### config.mk
export PLATFORM = sky130hd
export DESIGN_NAME = sigmoid_arbiter
export DESIGN_NICKNAME = d
export VERILOG_FILES = /design/src/rtl/bf16_constants.sv /design/src/rtl/sigmoid_pipelined.sv /design/src/rtl/sigmoid_rsp_fifo.sv /design/src/rtl/sigmoid_arbiter.sv
export SDC_FILE = /design/constraint.sdc
export NUM_CORES = 1
export LEC_CHECK = 0
export CAP_MARGIN = 20
export CELL_PAD_IN_SITES_DETAIL_PLACEMENT = 1
export CELL_PAD_IN_SITES_GLOBAL_PLACEMENT = 1
export CORE_UTILIZATION = 51
export DETAILED_ROUTE_END_ITERATION = 8
export GPL_TIMING_DRIVEN = 0
export PLACE_DENSITY_LB_ADDON = 0.12
export SLEW_MARGIN = 10
export SYNTH_ARGS = -nofsm -noshare
export SYNTH_HDL_FRONTEND = slang
export SYNTH_SLANG_ARGS = --single-unit
### constraint.sdc
create_clock -name clk -period 14.7 [get_ports clk]
set_clock_uncertainty 0.2 [all_clocks]
set_input_delay 2.94 -clock clk [delete_from_list [all_inputs] [get_ports clk]]
set_output_delay 2.94 -clock clk [all_outputs]
set_load 0.005 [all_outputs]
### src/rtl/bf16_constants.sv
// rtl/bf16_constants.sv - shared bf16 constants, sigmoid latency default and result-queue entry type
package bf16_constants;

  localparam int PIPE_LAT_DEFAULT = 6;

  localparam logic [15:0] BF16_ONE  = 16'h3F80;
  localparam logic [15:0] BF16_HALF = 16'h3F00;

  // Wide enough for any practical requester count; the top truncates to its own index width.
  localparam int RSP_ID_W = 8;

  typedef struct packed {
    logic [RSP_ID_W-1:0] id;
    logic [15:0]         data;
  } rsp_entry_t;

endpackage

### src/rtl/sigmoid_pipelined.sv
// rtl/sigmoid_pipelined.sv - bf16 sigmoid, piecewise-linear 0.5 + x/4 clamped to [0,1], fixed latency
module sigmoid_pipelined
  import bf16_constants::*;
#(
  parameter int PIPE_LAT = PIPE_LAT_DEFAULT
) (
  input  logic        clk,
  input  logic        rst,
  input  logic        valid_in,
  input  logic [15:0] data_in,
  output logic        valid_out,
  output logic [15:0] data_out
);

  logic [7:0]  exp_in;
  logic [7:0]  mant_in;
  logic [16:0] mag;
  logic [16:0] y_fix;
  logic [4:0]  lead_pos;
  logic [15:0] y_bf16;

  logic [PIPE_LAT-1:0] vld_q, vld_d;
  logic [15:0]         dat_q [PIPE_LAT];
  logic [15:0]         dat_d [PIPE_LAT];

  // |x|/4 in unsigned Q.16, saturating at 0.5 once |x| >= 2; denormals flush to zero.
  always_comb begin
    exp_in  = data_in[14:7];
    mant_in = {1'b1, data_in[6:0]};
    mag     = '0;
    if (exp_in >= 8'd128) begin
      mag = 17'h08000;
    end else if (exp_in >= 8'd120) begin
      mag = {9'd0, mant_in} << (exp_in - 8'd120);
    end else if (exp_in != 8'd0) begin
      mag = {9'd0, mant_in} >> (8'd120 - exp_in);
    end
    y_fix = data_in[15] ? (17'h08000 - mag) : (17'h08000 + mag);
  end

  always_comb begin
    lead_pos = '0;
    for (int i = 0; i < 17; i++) begin
      if (y_fix[i]) lead_pos = 5'(i);
    end
    if (y_fix == '0) begin
      y_bf16 = '0;
    end else begin
      y_bf16 = {1'b0, 8'(8'd111 + {3'd0, lead_pos}),
                7'((y_fix << (5'd16 - lead_pos)) >> 9)};
    end
  end

  always_comb begin
    vld_d[0] = valid_in;
    dat_d[0] = y_bf16;
    for (int k = 1; k < PIPE_LAT; k++) begin
      vld_d[k] = vld_q[k-1];
      dat_d[k] = dat_q[k-1];
    end
  end

  always_ff @(posedge clk) begin
    if (rst) begin
      vld_q <= '0;
      for (int k = 0; k < PIPE_LAT; k++) dat_q[k] <= '0;
    end else begin
      vld_q <= vld_d;
      dat_q <= dat_d;
    end
  end

  assign valid_out = vld_q[PIPE_LAT-1];
  assign data_out  = dat_q[PIPE_LAT-1];

endmodule

### src/rtl/sigmoid_rsp_fifo.sv
// rtl/sigmoid_rsp_fifo.sv - registered result FIFO, no fall-through, head output zeroed while empty
module sigmoid_rsp_fifo #(
  parameter int DEPTH = 8,
  parameter int WIDTH = 24
) (
  input  logic                       clk,
  input  logic                       rst,
  input  logic                       push,
  input  logic [WIDTH-1:0]           push_data,
  input  logic                       pop,
  output logic [WIDTH-1:0]           head_data,
  output logic [$clog2(DEPTH+1)-1:0] count
);

  localparam int PTR_W = (DEPTH > 1) ? $clog2(DEPTH) : 1;
  localparam int CNT_W = $clog2(DEPTH+1);

  logic [WIDTH-1:0] mem_q [DEPTH];
  logic [WIDTH-1:0] mem_d [DEPTH];
  logic [PTR_W-1:0] wr_ptr_q, wr_ptr_d;
  logic [PTR_W-1:0] rd_ptr_q, rd_ptr_d;
  logic [CNT_W-1:0] count_q, count_d;
  logic             do_push, do_pop;

  function automatic logic [PTR_W-1:0] ptr_inc(input logic [PTR_W-1:0] p);
    return (p == PTR_W'(DEPTH-1)) ? '0 : p + PTR_W'(1);
  endfunction

  always_comb begin
    do_pop   = pop && (count_q != '0);
    do_push  = push && (count_q != CNT_W'(DEPTH));
    mem_d    = mem_q;
    wr_ptr_d = wr_ptr_q;
    rd_ptr_d = rd_ptr_q;
    count_d  = count_q;
    if (do_push) begin
      mem_d[wr_ptr_q] = push_data;
      wr_ptr_d        = ptr_inc(wr_ptr_q);
    end
    if (do_pop) rd_ptr_d = ptr_inc(rd_ptr_q);
    case ({do_push, do_pop})
      2'b10:   count_d = count_q + CNT_W'(1);
      2'b01:   count_d = count_q - CNT_W'(1);
      default: count_d = count_q;
    endcase
  end

  always_ff @(posedge clk) begin
    if (rst) begin
      wr_ptr_q <= '0;
      rd_ptr_q <= '0;
      count_q  <= '0;
    end else begin
      wr_ptr_q <= wr_ptr_d;
      rd_ptr_q <= rd_ptr_d;
      count_q  <= count_d;
    end
  end

  always_ff @(posedge clk) begin
    mem_q <= mem_d;
  end

  assign head_data = (count_q != '0) ? mem_q[rd_ptr_q] : '0;
  assign count     = count_q;

endmodule

### src/rtl/sigmoid_arbiter.sv
// rtl/sigmoid_arbiter.sv - round-robin requester arbiter feeding one sigmoid pipe, in-order result FIFO
module sigmoid_arbiter
  import bf16_constants::*;
#(
  parameter int NUM_REQ   = 4,
  parameter int RSP_DEPTH = 8,
  parameter int PIPE_LAT  = PIPE_LAT_DEFAULT
) (
  input  logic                           clk,
  input  logic                           rst,
  input  logic [NUM_REQ-1:0]             req_valid,
  output logic [NUM_REQ-1:0]             req_ready,
  input  logic [NUM_REQ*16-1:0]          req_data,
  output logic                           rsp_valid,
  input  logic                           rsp_ready,
  output logic [15:0]                    rsp_data,
  output logic [$clog2(NUM_REQ)-1:0]     rsp_id,
  output logic [$clog2(RSP_DEPTH+1)-1:0] outstanding
);

  localparam int IDX_W = $clog2(NUM_REQ);
  localparam int CNT_W = $clog2(RSP_DEPTH+1);

  logic [IDX_W-1:0] ptr_q, ptr_d;
  logic [CNT_W-1:0] outstanding_q, outstanding_d;
  logic [IDX_W-1:0] tag_q [PIPE_LAT];
  logic [IDX_W-1:0] tag_d [PIPE_LAT];

  logic [IDX_W:0]   cand_sum;
  logic [IDX_W-1:0] cand;
  logic [IDX_W-1:0] grant_idx;
  logic             grant_found;
  logic             accept;
  logic             pop;
  logic [15:0]      sig_data_in;
  logic             sig_valid_out;
  logic [15:0]      sig_data_out;
  rsp_entry_t       push_entry;
  rsp_entry_t       head_entry;
  logic [CNT_W-1:0] fifo_count;

  // Gating uses the registered count only, so a pop never frees a slot in its own cycle.
  always_comb begin
    cand_sum    = '0;
    cand        = '0;
    grant_idx   = ptr_q;
    grant_found = 1'b0;
    for (int i = 0; i < NUM_REQ; i++) begin
      cand_sum = {1'b0, ptr_q} + (IDX_W+1)'(i);
      if (cand_sum >= (IDX_W+1)'(NUM_REQ)) cand_sum = cand_sum - (IDX_W+1)'(NUM_REQ);
      cand = IDX_W'(cand_sum);
      if (!grant_found && req_valid[cand]) begin
        grant_found = 1'b1;
        grant_idx   = cand;
      end
    end
    accept    = grant_found && !rst && (outstanding_q < CNT_W'(RSP_DEPTH));
    req_ready = '0;
    if (accept) req_ready[grant_idx] = 1'b1;
  end

  always_comb begin
    sig_data_in = '0;
    for (int i = 0; i < NUM_REQ; i++) begin
      if (grant_idx == IDX_W'(i)) sig_data_in = req_data[16*i +: 16];
    end
  end

  always_comb begin
    rsp_valid = (fifo_count != '0);
    pop       = rsp_valid && rsp_ready;

    ptr_d = ptr_q;
    if (accept) ptr_d = (grant_idx == IDX_W'(NUM_REQ-1)) ? '0 : grant_idx + IDX_W'(1);

    case ({accept, pop})
      2'b10:   outstanding_d = outstanding_q + CNT_W'(1);
      2'b01:   outstanding_d = outstanding_q - CNT_W'(1);
      default: outstanding_d = outstanding_q;
    endcase

    tag_d[0] = grant_idx;
    for (int k = 1; k < PIPE_LAT; k++) tag_d[k] = tag_q[k-1];

    push_entry.id   = RSP_ID_W'(tag_q[PIPE_LAT-1]);
    push_entry.data = sig_data_out;
  end

  always_ff @(posedge clk) begin
    if (rst) begin
      ptr_q         <= '0;
      outstanding_q <= '0;
      for (int k = 0; k < PIPE_LAT; k++) tag_q[k] <= '0;
    end else begin
      ptr_q         <= ptr_d;
      outstanding_q <= outstanding_d;
      tag_q         <= tag_d;
    end
  end

  sigmoid_pipelined #(
    .PIPE_LAT (PIPE_LAT)
  ) u_sigmoid (
    .clk       (clk),
    .rst       (rst),
    .valid_in  (accept),
    .data_in   (sig_data_in),
    .valid_out (sig_valid_out),
    .data_out  (sig_data_out)
  );

  sigmoid_rsp_fifo #(
    .DEPTH (RSP_DEPTH),
    .WIDTH ($bits(rsp_entry_t))
  ) u_rsp_fifo (
    .clk       (clk),
    .rst       (rst),
    .push      (sig_valid_out),
    .push_data (push_entry),
    .pop       (pop),
    .head_data (head_entry),
    .count     (fifo_count)
  );

  assign rsp_data    = head_entry.data;
  assign rsp_id      = IDX_W'(head_entry.id);
  assign outstanding = outstanding_q;

endmodule

==> out/metrics.yaml <==
status: "complete, no violations"
setup_slack_ps: 1996
dp.cells: 1464
die_area_mm2: 0.02397
antenna_found_initial: 0
rows: 55
startpoint_type: "input port"
power_density_mw_per_mm2: 192.4
vias_per_cell: 6.252
area_growth_pct: 19.26
io_buffers: 96
slew_headroom_pct: 18.64
synthArstFlopShare_pct: 0
slowest_stage: "or4_1"
hold_path.class: "reg2reg"
die_h_um: 154.8
power.total_mw: 2.732
synth_edf_count: 128
seq_area_mm2: 0.006206
numCtsBuffers: 23
yosysTopAreaCellShare_pct: 32.27
avgRoutedWirePerCell_um: 25.67
ys_seq_area_share_pct: 52.11
multi_input_area_mm2: 0.005358
period_share_pct: 86.42
fillCellCount: 2357
vdd_drop_max_mv: 0.3746
syn-instance-count: 1040
core_area_mm2: 0.02278
synth.ff_latch_count: 246
io-pin-count: 98
cp_max_fo: 10
syn-cell-area_mm2: 0.01191
end_kind: "flop"
grt_usage_pct: 32.73
tightest_slew_ps: 1217
cts_sinks: 246
vias: 9415
fmax_mhz: 78.72
rsz0062_at_grt: "false"
worstPathArrival_ps: 12930
cts-root-buf: "clkbuf_16"
dpl.hpwl_mm: 25.99
initial_core_util_pct: 52.29
p_leak_nw: 5.057
finalWorstPathRequiredPeriod_ps: 12700
first_pass_iters: 5
setup_viol: 0
slew_viol_final: 0
ys_warn_count: 0
post_cts_resized: 0
grt_pass1_vias: 9900
ys_top_cells_by_area: "edfxtp_1 32%, dfxtp_1 20%, mux4_2 6.8%, nor2b_1 4.9%, nor2_1 2.8%"
clock_latency_ps: 520
drive_gt1_share_pct: 13.91
cts-hold-fix-buffers: 0
yosysUniqueCellTypes: 93
wirelength_mm: 38.65
ant_nets: 0
clk_pin_slew_worst_paths_ps: 60
syn_area_per_cell_um2: 11.45
dieWidth_um: 154.8
drc: 0
dominantRegCellSynth: "edfxtp_1"
drtIter0Drc: 589
cts_tree: "done"
h-tree-depth: 1
cp.required_ps: 14930
slowest_delay_ps: 540
grt_first_pass_wirelength_mm: 59.05
synth_top_area_cell: "edfxtp_1"
cap_violations: 0
totalNegativeSetupSlack_ps: 0
final_nets: 1267
reg2reg_slack_ps: 4620
path_class: "in2reg"
postCtsSetupBuffers: 0
cts_buffer_depth: 3
finalNonFillerCells: 1506
hold_viol: 0
routabilityCongestion: 0.9253
num_antenna_cells: 0
grt_overflow: 0
dp_slack_ps: 1776
yosysMostFrequentCell: "edfxtp_1"
synthTopCellsByCount: "128 x edfxtp_1, 118 x dfxtp_1, 94 x nor2b_1"
grt_max_degree: 17
registers in the layout, indices dropped and copies added (netlist names):
signal	flops
u_rsp_fifo.wr_ptr_q	3
u_rsp_fifo.count	4
tag_d	10
outstanding	4
u_sigmoid.dat_d	70
ptr_q	2
u_rsp_fifo.rd_ptr_q	3
u_rsp_fifo.mem_q	128
push_entry	2
u_sigmoid.data_out	14
u_sigmoid.vld_q	6
per-stage QoR:
stage               hold WS [ps]  area [µm²]  utilization (%)
floorplan                  213.8       11910                -
global placement           216.0       13270            58.24
detailed placement         224.9       13430            58.96
CTS                        239.0       14200            62.36
global route               259.3       14200            62.36
finish                     233.6       14200            62.36
worst paths after layout:
check	end	cells past startpoint	startpoint
worst min register to register	u_sigmoid.dat_d[59]	1	u_sigmoid.dat_d[75]
worst min-delay path	u_sigmoid.dat_d[59]	1	u_sigmoid.dat_d[75]
worst max-delay path	u_sigmoid.dat_d[65]	42	req_valid[1]
worst max register to register	u_sigmoid.dat_d[65]	40	ptr_q[0]
layer usage:
layer  GRT usage [%]  share of wire (%)
met1           38.96                 40
met2           59.92                 52
met3           3.670                4.5
met4           13.72                3.9
met5               0                  0
kinds of logic (layout without fill, tap and decap cells):
group / after synthesis / count (layout) / synth area share, %
xor+xnor: 21 / 21 / 1.607
flops: 246 / 246 / 52.11
other cells: 1 / 2 / 0.03149
compound gates: 243 / 243 / 15.02
simple gates: 355 / 355 / 15.96
fa+ha+maj: 20 / 20 / 2.227
buf+inv: 84 / 236 / 3.288
mux: 70 / 70 / 9.759
worst max-delay path, delay by kind of cell:
kind                       cells  cell delay, ps
AOI/OAI and AO/OA             13            3200
xor gates and xnor gates       1             280
adders and majority gates      4            1000
buffers and inverters         15            3320
and+or+nand+nor                9            2180
cell usage in the layout, fill, tap and decap left out, drive strengths merged, types with 10 or more instances in the layout:
cell           Yosys  routed
nand3             18      18
nor2              94      94
o31ai             10      10
o21ai             37      37
edfxtp           128     128
xnor2             12      12
and2              10      10
a21oi             51      51
inv               26      28
o211ai            14      14
mux2i             28      28
a211oi            18      18
buf               33      46
nor3              25      25
dfxtp            118     118
ha                18      18
clkbuf            25      51
o22ai             21      21
mux4              36      36
nand2             49      49
clkdlybuf4s50      0      96
nor2b             94      94
area by class of cell:
type                       instances  share of cell area, %
buffer                            58                  2.070
clock buffer                      26                  4.202
clock inverter                    16                  1.242
inverter                          26                 0.6871
multi-input combinational        711                  37.72
sequential                       246                  43.69
tap                              313                  2.757
timing repair buffer             110                  7.629
power breakdown:
group / internal (mW) / switching [mW]
clock network: 0.349 / 0.267
registers: 0.746 / 0.0115
logic: 0.471 / 0.887
Power figures use the tool's default switching activity.
